===== src/rtl/usb_reg_sequencer_pkg.sv =====
// Shared definitions for the USB register sequencer.
//   seq_state_e   : sequencer FSM states
//   A0_INDEX/DATA : dev_a0 phase selects
//   TIMEOUT_LIMIT : per-state cycle limit when USB_SEQ_TIMEOUT_EN is defined
package usb_reg_sequencer_pkg;

  typedef enum logic [2:0] {
    IDLE     = 3'd0,
    IDX_REQ  = 3'd1,
    IDX_WAIT = 3'd2,
    DAT_REQ  = 3'd3,
    DAT_WAIT = 3'd4,
    DONE     = 3'd5
  } seq_state_e;

  localparam logic       A0_INDEX      = 1'b0;
  localparam logic       A0_DATA       = 1'b1;
  localparam logic [7:0] TIMEOUT_LIMIT = 8'd255;

endpackage


===== src/rtl/usb_rr_arbiter.sv =====
// Two-way round-robin arbiter.
//   clk, rst_n   : clock, async active-low reset
//   req_i[1:0]   : request lines
//   accept_i     : grant is consumed this cycle (priority rotates)
//   gnt_valid_o  : at least one request present
//   gnt_idx_o    : granted requester
// Priority goes to the requester not granted last; requester 0 after reset.
module usb_rr_arbiter (
  input  logic       clk,
  input  logic       rst_n,
  input  logic [1:0] req_i,
  input  logic       accept_i,
  output logic       gnt_valid_o,
  output logic       gnt_idx_o
);

  logic prio_q, prio_d;

  always_comb begin
    gnt_valid_o = |req_i;
    if (&req_i) gnt_idx_o = prio_q;
    else        gnt_idx_o = req_i[1];
    prio_d = prio_q;
    if (accept_i && gnt_valid_o) prio_d = ~gnt_idx_o;
  end

  always_ff @(posedge clk or negedge rst_n) begin
    if (!rst_n) prio_q <= 1'b0;
    else        prio_q <= prio_d;
  end

endmodule


===== src/rtl/usb_reg_sequencer.sv =====
// Sequences register accesses from two requesters (0 = CPU, 1 = interrupt
// service) onto a USB byte controller as an index phase (A0=0) followed by a
// data phase (A0=1).
//   clk, rst_n                    : clock, async active-low reset
//   req_valid_i/write_i/reg_i/wdata_i : per-requester access request
//   req_done_o                    : one-cycle completion pulse per requester
//   req_rdata_o, req_err_o        : result, valid with req_done_o
//   dev_read_o/dev_write_o/dev_a0_o/dev_wdata_o : controller strobes and byte
//   dev_rdata_i, dev_stall_i      : controller byte and busy
// Optional: USB_SEQ_TIMEOUT_EN adds a per-state timeout that completes the
// access with req_err_o=1.
//
// state    | meaning
// IDLE     | waiting for a request, arbitration
// IDX_REQ  | index byte strobed until controller stalls
// IDX_WAIT | strobes low, wait for stall release
// DAT_REQ  | data read/write strobed until controller stalls
// DAT_WAIT | strobes low, wait for stall release, capture read byte
// DONE     | completion pulse to the granted requester
module usb_reg_sequencer
  import usb_reg_sequencer_pkg::*;
(
  input  logic            clk,
  input  logic            rst_n,
  input  logic [1:0]      req_valid_i,
  input  logic [1:0]      req_write_i,
  input  logic [1:0][7:0] req_reg_i,
  input  logic [1:0][7:0] req_wdata_i,
  output logic [1:0]      req_done_o,
  output logic [7:0]      req_rdata_o,
  output logic            req_err_o,
  output logic            dev_read_o,
  output logic            dev_write_o,
  output logic            dev_a0_o,
  output logic [7:0]      dev_wdata_o,
  input  logic [7:0]      dev_rdata_i,
  input  logic            dev_stall_i
);

  seq_state_e state_q, state_d;
  logic       gnt_q, gnt_d;
  logic       write_q, write_d;
  logic [7:0] reg_q, reg_d;
  logic [7:0] wdata_q, wdata_d;
  logic [7:0] rdata_q, rdata_d;
  logic       gnt_valid, gnt_idx;

`ifdef USB_SEQ_TIMEOUT_EN
  logic [7:0] cnt_q, cnt_d;
  logic       err_q, err_d;
  logic       tmo;
`endif

  usb_rr_arbiter u_arb (
    .clk         (clk),
    .rst_n       (rst_n),
    .req_i       (req_valid_i),
    .accept_i    (state_q == IDLE),
    .gnt_valid_o (gnt_valid),
    .gnt_idx_o   (gnt_idx)
  );

  always_comb begin
    state_d     = state_q;
    gnt_d       = gnt_q;
    write_d     = write_q;
    reg_d       = reg_q;
    wdata_d     = wdata_q;
    rdata_d     = rdata_q;
    req_done_o  = 2'b00;
    req_rdata_o = 8'h00;
    req_err_o   = 1'b0;
    dev_read_o  = 1'b0;
    dev_write_o = 1'b0;
    dev_a0_o    = A0_INDEX;
    dev_wdata_o = 8'h00;
`ifdef USB_SEQ_TIMEOUT_EN
    err_d = err_q;
    tmo   = (state_q inside {IDX_REQ, IDX_WAIT, DAT_REQ, DAT_WAIT}) &&
            (cnt_q == TIMEOUT_LIMIT);
`endif

    case (state_q)
      IDLE: begin
        if (gnt_valid) begin
          gnt_d   = gnt_idx;
          write_d = req_write_i[gnt_idx];
          reg_d   = req_reg_i[gnt_idx];
          wdata_d = req_wdata_i[gnt_idx];
          rdata_d = 8'h00;
`ifdef USB_SEQ_TIMEOUT_EN
          err_d   = 1'b0;
`endif
          state_d = IDX_REQ;
        end
      end
      IDX_REQ: begin
        dev_write_o = 1'b1;
        dev_a0_o    = A0_INDEX;
        dev_wdata_o = reg_q;
        if (dev_stall_i) state_d = IDX_WAIT;
      end
      IDX_WAIT: begin
        if (!dev_stall_i) state_d = DAT_REQ;
      end
      DAT_REQ: begin
        dev_a0_o = A0_DATA;
        if (write_q) begin
          dev_write_o = 1'b1;
          dev_wdata_o = wdata_q;
        end else begin
          dev_read_o  = 1'b1;
        end
        if (dev_stall_i) state_d = DAT_WAIT;
      end
      DAT_WAIT: begin
        if (!dev_stall_i) begin
          if (!write_q) rdata_d = dev_rdata_i;
          state_d = DONE;
        end
      end
      DONE: begin
        req_done_o[gnt_q] = 1'b1;
        req_rdata_o       = rdata_q;
`ifdef USB_SEQ_TIMEOUT_EN
        req_err_o         = err_q;
`endif
        state_d           = IDLE;
      end
      default: state_d = IDLE;
    endcase

`ifdef USB_SEQ_TIMEOUT_EN
    // A timed-out access completes with an error and no further strobes.
    if (tmo) begin
      state_d     = DONE;
      err_d       = 1'b1;
      rdata_d     = 8'h00;
      dev_read_o  = 1'b0;
      dev_write_o = 1'b0;
    end
    cnt_d = (state_d != state_q) ? 8'h00 : cnt_q + 8'd1;
`endif
  end

  always_ff @(posedge clk or negedge rst_n) begin
    if (!rst_n) begin
      state_q <= IDLE;
      gnt_q   <= 1'b0;
      write_q <= 1'b0;
      reg_q   <= 8'h00;
      wdata_q <= 8'h00;
      rdata_q <= 8'h00;
    end else begin
      state_q <= state_d;
      gnt_q   <= gnt_d;
      write_q <= write_d;
      reg_q   <= reg_d;
      wdata_q <= wdata_d;
      rdata_q <= rdata_d;
    end
  end

`ifdef USB_SEQ_TIMEOUT_EN
  always_ff @(posedge clk or negedge rst_n) begin
    if (!rst_n) begin
      cnt_q <= 8'h00;
      err_q <= 1'b0;
    end else begin
      cnt_q <= cnt_d;
      err_q <= err_d;
    end
  end
`endif

endmodule

===== config.mk =====
export PLATFORM = sky130hd
export DESIGN_NAME = usb_reg_sequencer
export DESIGN_NICKNAME = d
export VERILOG_FILES = /design/src/rtl/usb_reg_sequencer_pkg.sv /design/src/rtl/usb_rr_arbiter.sv /design/src/rtl/usb_reg_sequencer.sv
export SDC_FILE = /design/constraint.sdc
export NUM_CORES = 1
export LEC_CHECK = 0
export CAP_MARGIN = 40
export CORE_MARGIN = 2
export CORE_UTILIZATION = 45
export CTS_CLUSTER_DIAMETER = 80
export DETAILED_ROUTE_END_ITERATION = 12
export PLACE_DENSITY = 0.9
export SETUP_SLACK_MARGIN = 0.4
export SYNTH_ARGS = -nofsm -noshare
export SYNTH_HDL_FRONTEND = slang
export SYNTH_HIERARCHICAL = 1
export SYNTH_SLANG_ARGS = --single-unit

===== constraint.sdc =====
create_clock -name clk -period 3.05 [get_ports clk]
set_clock_uncertainty 0.15 [all_clocks]
set_input_delay 0.915 -clock clk [delete_from_list [all_inputs] [get_ports clk]]
set_output_delay 0.915 -clock clk [all_outputs]
set_load 0.05 [all_outputs]

==> results.sh <==
export IMPL_outcome="finished clean"
export IMPL_final_cell_mix="clkdlybuf4s50_1 (46), dfrtp_1 (26), nor2_1 (22)"
export IMPL_ant_nets=0
export IMPL_clock_sinks=30
export IMPL_cp_required_ps=1980
export IMPL_slowest_stage="dfrtp_2"
export IMPL_cpPeakStageDelay_ps=470
export IMPL_h_tree_depth=2
export IMPL_worstHoldStart="u_arb/prio_q$_DFFE_PN0P_"
export IMPL_diodes=0
export IMPL_r2r_start="state_q[1]$_DFFE_PN0P_"
export IMPL_fin_nets=281
export IMPL_rsz0062_at_grt="no"
export IMPL_via_per_inst=5.22
export IMPL_cts_tree="built"
export IMPL_crit_path_start_kind="flip-flop"
export IMPL_synthArstFlopShare_pct=100
export IMPL_vias=1468
export IMPL_crit_fanout=7
export IMPL_fin_setup_tns_ps=0
export IMPL_ioPinCount=69
export IMPL_start_util_pct=48.2
export IMPL_grt_pass1_vias=1443
export IMPL_ys_types=29
export IMPL_p_leak_nw=1.15
export IMPL_vdd_ir_drop_worst_v=0.000627
export IMPL_min_path_type="reg -> reg"
export IMPL_postSynthAreaPerCell_um2=9.87
export IMPL_fin_crit_sh_pct=85.2
export IMPL_die_h_um=64.5
export IMPL_yosys_warnings=6
export IMPL_area_growth_pct=60.4
export IMPL_clock_latency_ps=330
export IMPL_first_iter_violations=69
export IMPL_numCtsBuffers=5
export IMPL_hold_viol=0
export IMPL_dr_max_layer_used="met4"
export IMPL_fin_crit_ps=2600
export IMPL_max_freq_ghz=0.385
export IMPL_cts_hold_fix_buffers=0
export IMPL_crit_path_end_kind="primary output"
export IMPL_cts_buffer_depth=2
export IMPL_slew_violations=0
export IMPL_synth_nets=214
export IMPL_gp_congestion=0.770
export IMPL_finalSetupViolations=0
export IMPL_wl_met3_um=142
export IMPL_syn_area_um2=1650
export IMPL_rows=21
export IMPL_synth_edff_count=0
export IMPL_startpoint="write_q$_DFFE_PN0P_"
export IMPL_drv_cap=0
export IMPL_root_buffer="clkbuf_4"
export IMPL_cp_cell_sequence="and2_2 -> a22oi_1 -> nor2_2 -> buf_12"
export IMPL_die_w_um=64.5
export IMPL_antenna_found_initial=0
export IMPL_grt_start_max_net_pins=31
export IMPL_path_class="reg -> out"
export IMPL_yosysSeqAreaShare_pct=45.6
export IMPL_port_buffer_count=67
export IMPL_crit_arrival_ps=1530
export IMPL_wirelength_um=4240
export IMPL_drive_gt1_share_pct=27.7
export IMPL_synth_cells=167
export IMPL_path_delay_family="flip-flops"
export IMPL_cts_clk_slew_worst_paths_ps=100
export IMPL_wl_per_cell_um=15.1
export IMPL_dieArea_um2=4160
export IMPL_wl_met2_um=2380
export IMPL_ys_flop_type="dfrtp_1"
export IMPL_ys_seq_elements=30
export IMPL_power_density_nw_per_um2=949
export IMPL_layout_commonest_cell="clkdlybuf4s50_1"
export IMPL_crit_buf_inv=1
export IMPL_wl_met1_um=1610
export IMPL_drc_errors=0
export IMPL_fillers=220
export IMPL_overflow=0
export IMPL_dpl_hpwl_um=3210
export IMPL_whs_ps=364
export IMPL_dr_pass1_iters=4
export IMPL_grt_pass1_wl_um=6780
export IMPL_grt_usage_pct=21.8
export IMPL_core_area_um2=3420
[layer usage]
layer	global-route usage [%]	vias to the layer above
met4	8.78	0
met2	39.2	42
met1	24.3	709
li1	-	704
met5	0	-
met3	5.73	13
[metrics by stage]
step,util (%),power [mW],area [um2],setup slack [ps],cells
floorplan,-,1.60,1660,322,167
global placement,74.2,2.14,2540,381,272
detailed placement,74.2,2.19,2540,321,272
CTS,76.9,2.49,2630,404,281
global route,77.4,2.65,2640,414,281
finish,77.4,2.51,2640,451,281
[sequential cells by signal, summed over array words and instances (netlist names)]
name,flops
gnt_q,1
rdata_q,8
reg_q,8
state_q,3
u_arb/prio_q,1
wdata_q,8
write_q,1
[repair_timing]
action	4_1_cts	5_1_grt
pin swaps	1	2
resized for setup	10	7
endpoints found under the setup margin	21	14
buffers inserted	1	0
[Yosys cell counts, types with 2 or more instances]
master / n / area (um2)
and2b_1: 3 / 22.5
a22oi_1: 7 / 52.6
a21oi_2: 2 / 17.5
nand2_1: 4 / 15.0
dfrtp_1: 30 / 751
mux2_2: 9 / 101
nor3_1: 2 / 10.0
nor2b_1: 6 / 37.5
buf_4: 3 / 22.5
nand3_1: 2 / 10.0
a21oi_1: 18 / 90.1
and2_1: 10 / 62.6
nor2_1: 28 / 105
buf_2: 2 / 10.0
buf_6: 4 / 45.0
o21ai_0: 3 / 15.0
mux2i_1: 17 / 170
clkbuf_1: 4 / 15.0
inv_1: 3 / 11.3
[worst paths after layout]
| check | depth (start not counted) | endpoint | slack, ps |
|---|---|---|---|
| max in group asynchronous | 2 | reg_q[7]$_DFFE_PN0P_ | 1630 |
| hold / removal | 1 | u_arb/prio_q$_DFFE_PN0P_ | 360 |
| min in group asynchronous | 2 | rdata_q[4]$_DFFE_PN0P_ | 830 |
| setup reg to reg | 5 | rdata_q[5]$_DFFE_PN0P_ | 1190 |
| setup / recovery | 4 | dev_wdata_o[5] | 450 |
| hold reg to reg | 1 | u_arb/prio_q$_DFFE_PN0P_ | 360 |
[kinds of logic after synthesis]
group	count (synthesis)	share of synthesized area, %
multiplexers	26	16.5
flip-flops	30	45.6
buffers and inverters	16	6.30
other	1	0.228
XOR/XNOR	1	0.532
AO/OA/AOI/OAI	33	11.9
AND/OR/NAND/NOR	60	19.0
[layout make-up]
type	count	area [um2]	share of cell area, %
clock buffer	7	55.1	2.08
clock inverter	1	5.00	0.189
inverter	3	11.3	0.426
multi-input combinational	121	841	31.8
sequential	30	756	28.6
tap	46	57.6	2.18
timing repair buffer	73	917	34.7
[power breakdown]
part	total, mW	switching, mW	leakage [nW]	internal [mW]
logic	1.56	0.866	0.757	0.697
registers	0.701	0.139	0.353	0.562
clock network	0.245	0.134	0.0353	0.112
total	2.51	1.14	1.15	1.37
Note: power is estimated with default switching activity, not from simulation.
